File: src/rtl/button_conditioner.sv
// button_conditioner: conditions the four raw Pong push-buttons (up, down, left, right).
// Each channel: 2-flop synchronizer -> counter debouncer -> registered rising-edge
// detector -> optional auto-repeat FSM, with an opposite-pair lockout on btn_move.
// Build option: define BTN_AUTOREPEAT_EN to build the auto-repeat FSMs; without it
// btn_move is the press pulse only (opposite-pair rule still applied).
module button_conditioner #(
  parameter int unsigned DEBOUNCE_CYCLES = 500000,
  parameter int unsigned REPEAT_DELAY    = 25000000,
  parameter int unsigned REPEAT_RATE     = 5000000
) (
  input  logic       clk,
  input  logic       rst,
  input  logic [3:0] btn_raw,
  output logic [3:0] btn_level,
  output logic [3:0] btn_press,
  output logic [3:0] btn_move
);

  localparam int unsigned NCH = 4;
  localparam int unsigned DW  = $clog2(DEBOUNCE_CYCLES + 1);
  localparam logic [DW-1:0] DEB_LAST = DW'(DEBOUNCE_CYCLES - 1);

  // Reject configurations where a terminal count of N-1 would be meaningless
  if (DEBOUNCE_CYCLES < 2 || REPEAT_DELAY < 2 || REPEAT_RATE < 2) begin : g_param_check
    $error("button_conditioner: DEBOUNCE_CYCLES, REPEAT_DELAY and REPEAT_RATE must be >= 2");
  end

  logic [NCH-1:0] s1;
  logic [NCH-1:0] s2;
  logic [NCH-1:0] level;
  logic [DW-1:0]  db_cnt [NCH];
  logic [NCH-1:0] rise_c;
  logic [NCH-1:0] rpt_pulse_c;
  logic [NCH-1:0] move_c;

  // Two-flop synchronizer; only s2 is used downstream
  always_ff @(posedge clk) begin
    if (rst) begin
      s1 <= '0;
      s2 <= '0;
    end else begin
      s1 <= btn_raw;
      s2 <= s1;
    end
  end

  // Debouncer: level flips after DEBOUNCE_CYCLES consecutive differing samples
  always_ff @(posedge clk) begin
    if (rst) begin
      level <= '0;
      for (int i = 0; i < NCH; i++) db_cnt[i] <= '0;
    end else begin
      for (int i = 0; i < NCH; i++) begin
        if (s2[i] == level[i]) begin
          db_cnt[i] <= '0;
        end else if (db_cnt[i] == DEB_LAST) begin
          level[i]  <= ~level[i];
          db_cnt[i] <= '0;
        end else begin
          db_cnt[i] <= db_cnt[i] + DW'(1);
        end
      end
    end
  end

  // Rising edge of the debounced level; btn_level holds the previous level
  assign rise_c = level & ~btn_level;

`ifdef BTN_AUTOREPEAT_EN
  localparam int unsigned RMAX = (REPEAT_DELAY > REPEAT_RATE) ? REPEAT_DELAY : REPEAT_RATE;
  localparam int unsigned RW   = $clog2(RMAX + 1);
  localparam logic [RW-1:0] DELAY_LAST = RW'(REPEAT_DELAY - 1);
  localparam logic [RW-1:0] RATE_LAST  = RW'(REPEAT_RATE - 1);

  localparam logic [1:0] ST_IDLE   = 2'd0;
  localparam logic [1:0] ST_DELAY  = 2'd1;
  localparam logic [1:0] ST_REPEAT = 2'd2;

  logic [1:0]    state         [NCH];
  logic [1:0]    state_nxt_c   [NCH];
  logic [RW-1:0] rpt_cnt       [NCH];
  logic [RW-1:0] rpt_cnt_nxt_c [NCH];

  // Repeat FSM state and counter registers
  always_ff @(posedge clk) begin
    if (rst) begin
      for (int i = 0; i < NCH; i++) begin
        state[i]   <= ST_IDLE;
        rpt_cnt[i] <= '0;
      end
    end else begin
      for (int i = 0; i < NCH; i++) begin
        state[i]   <= state_nxt_c[i];
        rpt_cnt[i] <= rpt_cnt_nxt_c[i];
      end
    end
  end

  // Repeat FSM next state and pulse; a released level aborts with no pulse
  always_comb begin
    for (int i = 0; i < NCH; i++) begin
      state_nxt_c[i]   = state[i];
      rpt_cnt_nxt_c[i] = rpt_cnt[i];
      rpt_pulse_c[i]   = 1'b0;
      if (!level[i]) begin
        state_nxt_c[i]   = ST_IDLE;
        rpt_cnt_nxt_c[i] = '0;
      end else begin
        case (state[i])
          ST_IDLE: begin
            if (rise_c[i]) begin
              state_nxt_c[i]   = ST_DELAY;
              rpt_cnt_nxt_c[i] = '0;
            end
          end
          ST_DELAY: begin
            if (rpt_cnt[i] == DELAY_LAST) begin
              rpt_pulse_c[i]   = 1'b1;
              rpt_cnt_nxt_c[i] = '0;
              state_nxt_c[i]   = ST_REPEAT;
            end else begin
              rpt_cnt_nxt_c[i] = rpt_cnt[i] + RW'(1);
            end
          end
          ST_REPEAT: begin
            if (rpt_cnt[i] == RATE_LAST) begin
              rpt_pulse_c[i]   = 1'b1;
              rpt_cnt_nxt_c[i] = '0;
            end else begin
              rpt_cnt_nxt_c[i] = rpt_cnt[i] + RW'(1);
            end
          end
          default: begin
            state_nxt_c[i]   = ST_IDLE;
            rpt_cnt_nxt_c[i] = '0;
          end
        endcase
      end
    end
  end
`else
  assign rpt_pulse_c = '0;
`endif

  // Move pulses with opposite-pair lockout, judged on the level being registered
  always_comb begin
    move_c = rise_c | rpt_pulse_c;
    if (level[0] & level[1]) move_c[1:0] = 2'b00;
    if (level[2] & level[3]) move_c[3:2] = 2'b00;
  end

  // Output registers
  always_ff @(posedge clk) begin
    if (rst) begin
      btn_level <= '0;
      btn_press <= '0;
      btn_move  <= '0;
    end else begin
      btn_level <= level;
      btn_press <= rise_c;
      btn_move  <= move_c;
    end
  end

endmodule

File: config.mk
export PLATFORM = sky130hd
export DESIGN_NAME = button_conditioner
export DESIGN_NICKNAME = d
export VERILOG_FILES = /design/src/rtl/button_conditioner.sv
export SDC_FILE = /design/constraint.sdc
export NUM_CORES = 1
export LEC_CHECK = 0
export ABC_AREA = 1
export CORE_MARGIN = 8
export CORE_UTILIZATION = 40
export DETAILED_ROUTE_END_ITERATION = 10
export MAX_ROUTING_LAYER = met4
export SYNTH_ARGS = -nofsm -noshare
export SYNTH_HDL_FRONTEND = slang
export SYNTH_SLANG_ARGS = --single-unit
File: constraint.sdc
create_clock -name clk -period 1.94 [get_ports clk]
set_input_delay 0.291 -clock clk [delete_from_list [all_inputs] [get_ports clk]]
set_output_delay 0.291 -clock clk [all_outputs]
set_load 0.01 [all_outputs]
**Yosys cells after proc, flatten, opt, wreduce, memory -nomap -nowiden**

Memories as Yosys holds them, arrays and structs flattened.
Cells that the tools add are included.

- Eq/ne operators: 8
- Mux-type cells: 58
- Add/subtract/negate cells: 4
- Bitwise logic cells: 24
- Reduce and logical (&&, ||, !) cells: 6

Operators with widths:

| operator | count |
|---|---|
| two-way mux 19 bit | 12 |
| adder 19 x 1 -> 19 bit, second input constant | 4 |
| equality test 19 bit, second input constant | 4 |
| two-way mux 1 bit | 46 |
| OR 1 bit | 12 |
| NOT 1 bit | 8 |
| AND reduction 2 bit | 4 |
| bitwise AND 4 bit | 1 |
| equality test 1 bit | 4 |
| NOT 4 bit | 1 |
| OR reduction 2 bit | 2 |
| bitwise AND 1 bit | 2 |

- Register bits after elaboration: 24
- Input port bits: 6
- Memory bits (writable): 76
- Memories kept: 1

Memory list:

| name | words | bits a word | read ports | clocked after memory_dff | write ports | RTL line | text |
|---|---|---|---|---|---|---|---|
| db_cnt | 4 | 19 | 4 | 0 | 4 | 31 | `logic [DW-1:0] db_cnt [NCH];` |

**Depth between registers and ports, before layout**

Gate-level depths: netlist of run 1.
An unclocked memory read counts as a cell.

- Depth in word-level cells: 8
- Gate-level depth with buffers: 9
- Depth with buffers taken out: 9

**Worst setup path after synthesis of run 1**

No wires, ideal clock.

- Path type: reg-to-reg
- From: mem db_cnt[1][0] (netlist bit)
- To: mem db_cnt[1][11] (netlist bit), data pin
- Period minus slack after synthesis: 1611 ps
- Setup time: 254 ps
- Data arrival time: 1357 ps
- Stages on the path, launching flop included: 8
- Setup slack: 329 ps
- Cells stage by stage: edfxtp_1 > ha_1 > nand3_1 > nor2_1 > nand3_1 > nand2_2 > buf_6 > nor2_1

RTL lines:

| element | RTL line |
|---|---|
| from (decl) | 31 |

==> results of run 1 <==
-- path summary, 6_finish.rpt --
| path | from | end | slack (ns) | depth (start not counted) |
|---|---|---|---|---|
| min reg2reg | s1[0]$_SDFF_PP0_ | s2[0]$_SDFF_PP0_ | 0.41 | 2 |
| min | s1[0]$_SDFF_PP0_ | s2[0]$_SDFF_PP0_ | 0.41 | 2 |
| max reg2reg | db_cnt[2][0]$_SDFFCE_PN0P_ | db_cnt[2][11]$_SDFFCE_PN0P_ | 0.17 | 6 |
| max | db_cnt[2][0]$_SDFFCE_PN0P_ | db_cnt[2][11]$_SDFFCE_PN0P_ | 0.17 | 6 |
-- layout make-up --
| class | count | share of cell area, % |
|---|---|---|
| clock inverters | 4 | 0.3813 |
| inverters | 89 | 5.091 |
| clock buffers | 12 | 4.233 |
| well taps | 180 | 3.432 |
| multi-input cells | 598 | 41.14 |
| flip-flops and latches | 100 | 42.10 |
| repair buffers | 26 | 3.622 |
-- per-stage QoR --
step	std cells	utilization, %	instance area (um^2)
final	1009	47.83	6563
after detailed placement	993	45.63	6260
after floorplan	793	-	5846
after global routing	1009	47.83	6563
after global placement	993	45.63	6260
after CTS	1009	47.83	6563
-- power by group through the flow --
stage | logic [uW] | registers, uW | clock network, uW
6_report | 222 | 2460 | 1810
3_5_place_dp | 217 | 2510 | 0
2_1_floorplan | 172 | 2480 | 0
5_1_grt | 266 | 2470 | 1950
4_1_cts | 219 | 2460 | 1880
3_3_place_gp | 215 | 2510 | 0
-- state kept, by name, summed over array words and instances, names as in the netlist --
register   flops
btn_level      4
btn_move       4
btn_press      4
db_cnt        76
level          4
s1             4
s2             4
-- kinds of logic (layout without fill, tap and decap cells) --
kind of cell / after synthesis / in the layout / share of synthesized area, %
and+or+nand+nor: 442 / 442 / 32.97
adders and majority gates: 4 / 4 / 0.8995
DFF: 100 / 100 / 49.65
buffers and inverters: 95 / 131 / 6.881
xor gates and xnor gates: 37 / 37 / 5.824
other: 1 / 76 / 0.06740
AOI/OAI and AO/OA: 39 / 39 / 3.710
-- synth_stat cells (3+ instances only) --
cell      number  area, um^2
nor2_2         3       18.77
nor2_1       182       683.2
buf_6          3       33.78
nand3_1       49       245.2
inv_1         87       326.6
nor3_1         9       45.04
xor2_1        26       227.7
nand4_1       14       87.58
xnor2_1       11       96.34
a21oi_1       22       110.1
edfxtp_1      76        2282
o21ai_0       12       60.06
dfxtp_1       24       480.5
nand2_1      168       630.6
ha_1           4       50.05
or2_0          3       18.77
nor4_1         4       25.02
nand2_2        4       25.02
-- layer usage --
layer / vias to the layer above / GRT usage (%) / wire length [um]
met3: 9 / 2.356 / 358
met5: - / - / 0
li1: 2432 / - / -
met2: 85 / 21.95 / 5299
met4: 0 / 5.365 / 148
met1: 2062 / 17.48 / 5535
-- worst min-delay path, cell delays in order, from the launching register on --
cell and delay [ns]:
dfxtp_1 0.30, inv_1 0.04, nor2_1 0.03
==> results.py, run 1 <==
metrics = {
    "global_routing": {
        "track_usage_pct": 13.88,
        "antenna_found_initial": 0,
        "grt_overflow": 0,
        "grt_pass1_vias": 4325,
        "grt_pass1_wl_mm": 19.93,
        "grt_max_degree": 22,
    },
    "yosys": {
        "ys_ff_latch": 100,
        "synth_seq_area_share_pct": 49.65,
        "synthFlopType": "edfxtp_1",
        "mappedNetlistArea_um2": 5564,
        "syn_avg_cell_area_um2": 7.749,
        "synth_cell_type_count": 29,
        "synth_edf_count": 76,
        "ys_async_sr_fraction_pct": 0,
        "yosys_warnings": 0,
        "synthCells": 718,
    },
    "finish": {
        "multi_input_area_um2": 2700,
        "drive_gt1_share_pct": 4.704,
        "fillCellCount": 1371,
        "syn_to_final_growth_pct": 17.94,
        "final_common_cell": "nor2_1",
        "nNetsFinal": 834,
        "regArea_um2": 2763,
        "final_cell_mix": "nor2_1, nand2_1, inv_1, edfxtp_1, conb_1",
        "num_antenna_cells": 0,
    },
    "critical_path": {
        "path_class": "reg -> reg",
        "cp_slowest_cell": "edfxtp_1",
        "cp_num_buf_inv": 0,
        "crit_path_frequent_cell": "nor2_1",
        "arrival_ns": 1.86,
        "critPathMaxFanout": 17,
        "cp_data_required_time_ns": 2.03,
        "cp-end-kind": "register",
        "worstPathCellList": "ha_1 > nand3_2 > nor2_1 > nand3_1 > nand2_2 > nor2_1",
        "max_stage_delay_ns": 0.43,
        "critPathLaunchType": "register",
        "cp_top_family": "simple AND/OR/NAND/NOR gates",
    },
    "cts": {
        "post_cts_buffers": 0,
        "cts-resized-gates": 0,
        "tritoncts": "done",
        "clk_path_buf_depth": 2,
        "clock-sinks": 100,
        "clock-root-buffer": "clkbuf_16",
        "path_clk_slew_ns": 0.07,
        "numCtsBuffers": 9,
        "cts_hold_buf": 0,
        "htree_levels": 3,
        "insertion_delay_ns": 0.34,
    },
    "route": {
        "via_per_inst": 4.547,
        "first_pass_iters": 5,
        "via_count": 4588,
        "routedWlPerCell_um": 11.24,
        "routed_wl_mm": 11.34,
        "ant_nets": 0,
        "post-route-drc-count": 0,
        "drtIter0Drc": 300,
    },
    "sta": {
        "drv_slew": 0,
        "max_freq_mhz": 563.5,
        "hold_violations": 0,
        "finClkSkew_ns": 0.004836,
        "tns_ns": 0,
        "setup_slack_ns": 0.1655,
        "rsz0062_at_grt": "false",
        "setup_viol": 0,
        "fin_crit_sh_pct": 91.47,
        "hold_ws_ns": 0.4077,
        "finalCriticalPeriod_ns": 1.774,
    },
    "pwr": {
        "power_uw": 4491,
        "power_frac_comb_pct": 4.9,
        "switching_power_uw": 1014,
        "p_int_uw": 3478,
        "p_leak_uw": 0.002604,
        "ir_drop_mv": 0.4018,
        "switching_share_pct": 22.57,
        "power_frac_clock_pct": 40.2,
        "power.density_nw_per_um2": 684.4,
        "share_seq_of_total_power_pct": 54.8,
    },
    "run": {
        "cap_viol_max_count": 0,
    },
    "placed_design": {
        "gp_congestion": 0.8645,
        "dpl.hpwl_mm": 8.752,
        "port-buffer-count": 17,
        "place_ws_ns": 0.1344,
    },
    "floorplan": {
        "start_util_pct": 40.56,
        "die-area_um2": 17940,
        "die_w_um": 133.9,
        "num_io_pins": 18,
        "die_h_um": 133.9,
        "core_um2": 13720,
        "rows": 43,
    },
    "hold_path": {
        "hold_class": "reg -> reg",
    },
    "outcome": {
        "status": "completed",
    },
}
(Power assumes the default switching activity.)
==> inputs of run 2 (changes only) <==
--- a/config.mk
+++ b/config.mk
@@ -13,3 +13,4 @@
 export SYNTH_ARGS = -nofsm -noshare
 export SYNTH_HDL_FRONTEND = slang
 export SYNTH_SLANG_ARGS = --single-unit
+export TNS_END_PERCENT = 100
==> constraint.sdc (replaced) <==
create_clock -name clk -period 1.94 [get_ports clk]
set_input_delay 0.291 -clock clk [delete_from_list [all_inputs] [get_ports clk]]
set_output_delay 0.291 -clock clk [all_outputs]
set_load 0.02 [all_outputs]
==> results of run 2 <==
Same layout as run 1: the final DEF is identical, and so are final timing and power.
==> inputs of run 3 (changes only) <==
--- a/config.mk
+++ b/config.mk
@@ -9,6 +9,7 @@
 export CORE_MARGIN = 8
 export CORE_UTILIZATION = 40
 export DETAILED_ROUTE_END_ITERATION = 10
+export HOLD_SLACK_MARGIN = 0.1
 export MAX_ROUTING_LAYER = met4
 export SYNTH_ARGS = -nofsm -noshare
 export SYNTH_HDL_FRONTEND = slang
==> results of run 3 <==
Same layout as run 1: the final DEF is identical, and so are final timing and power.
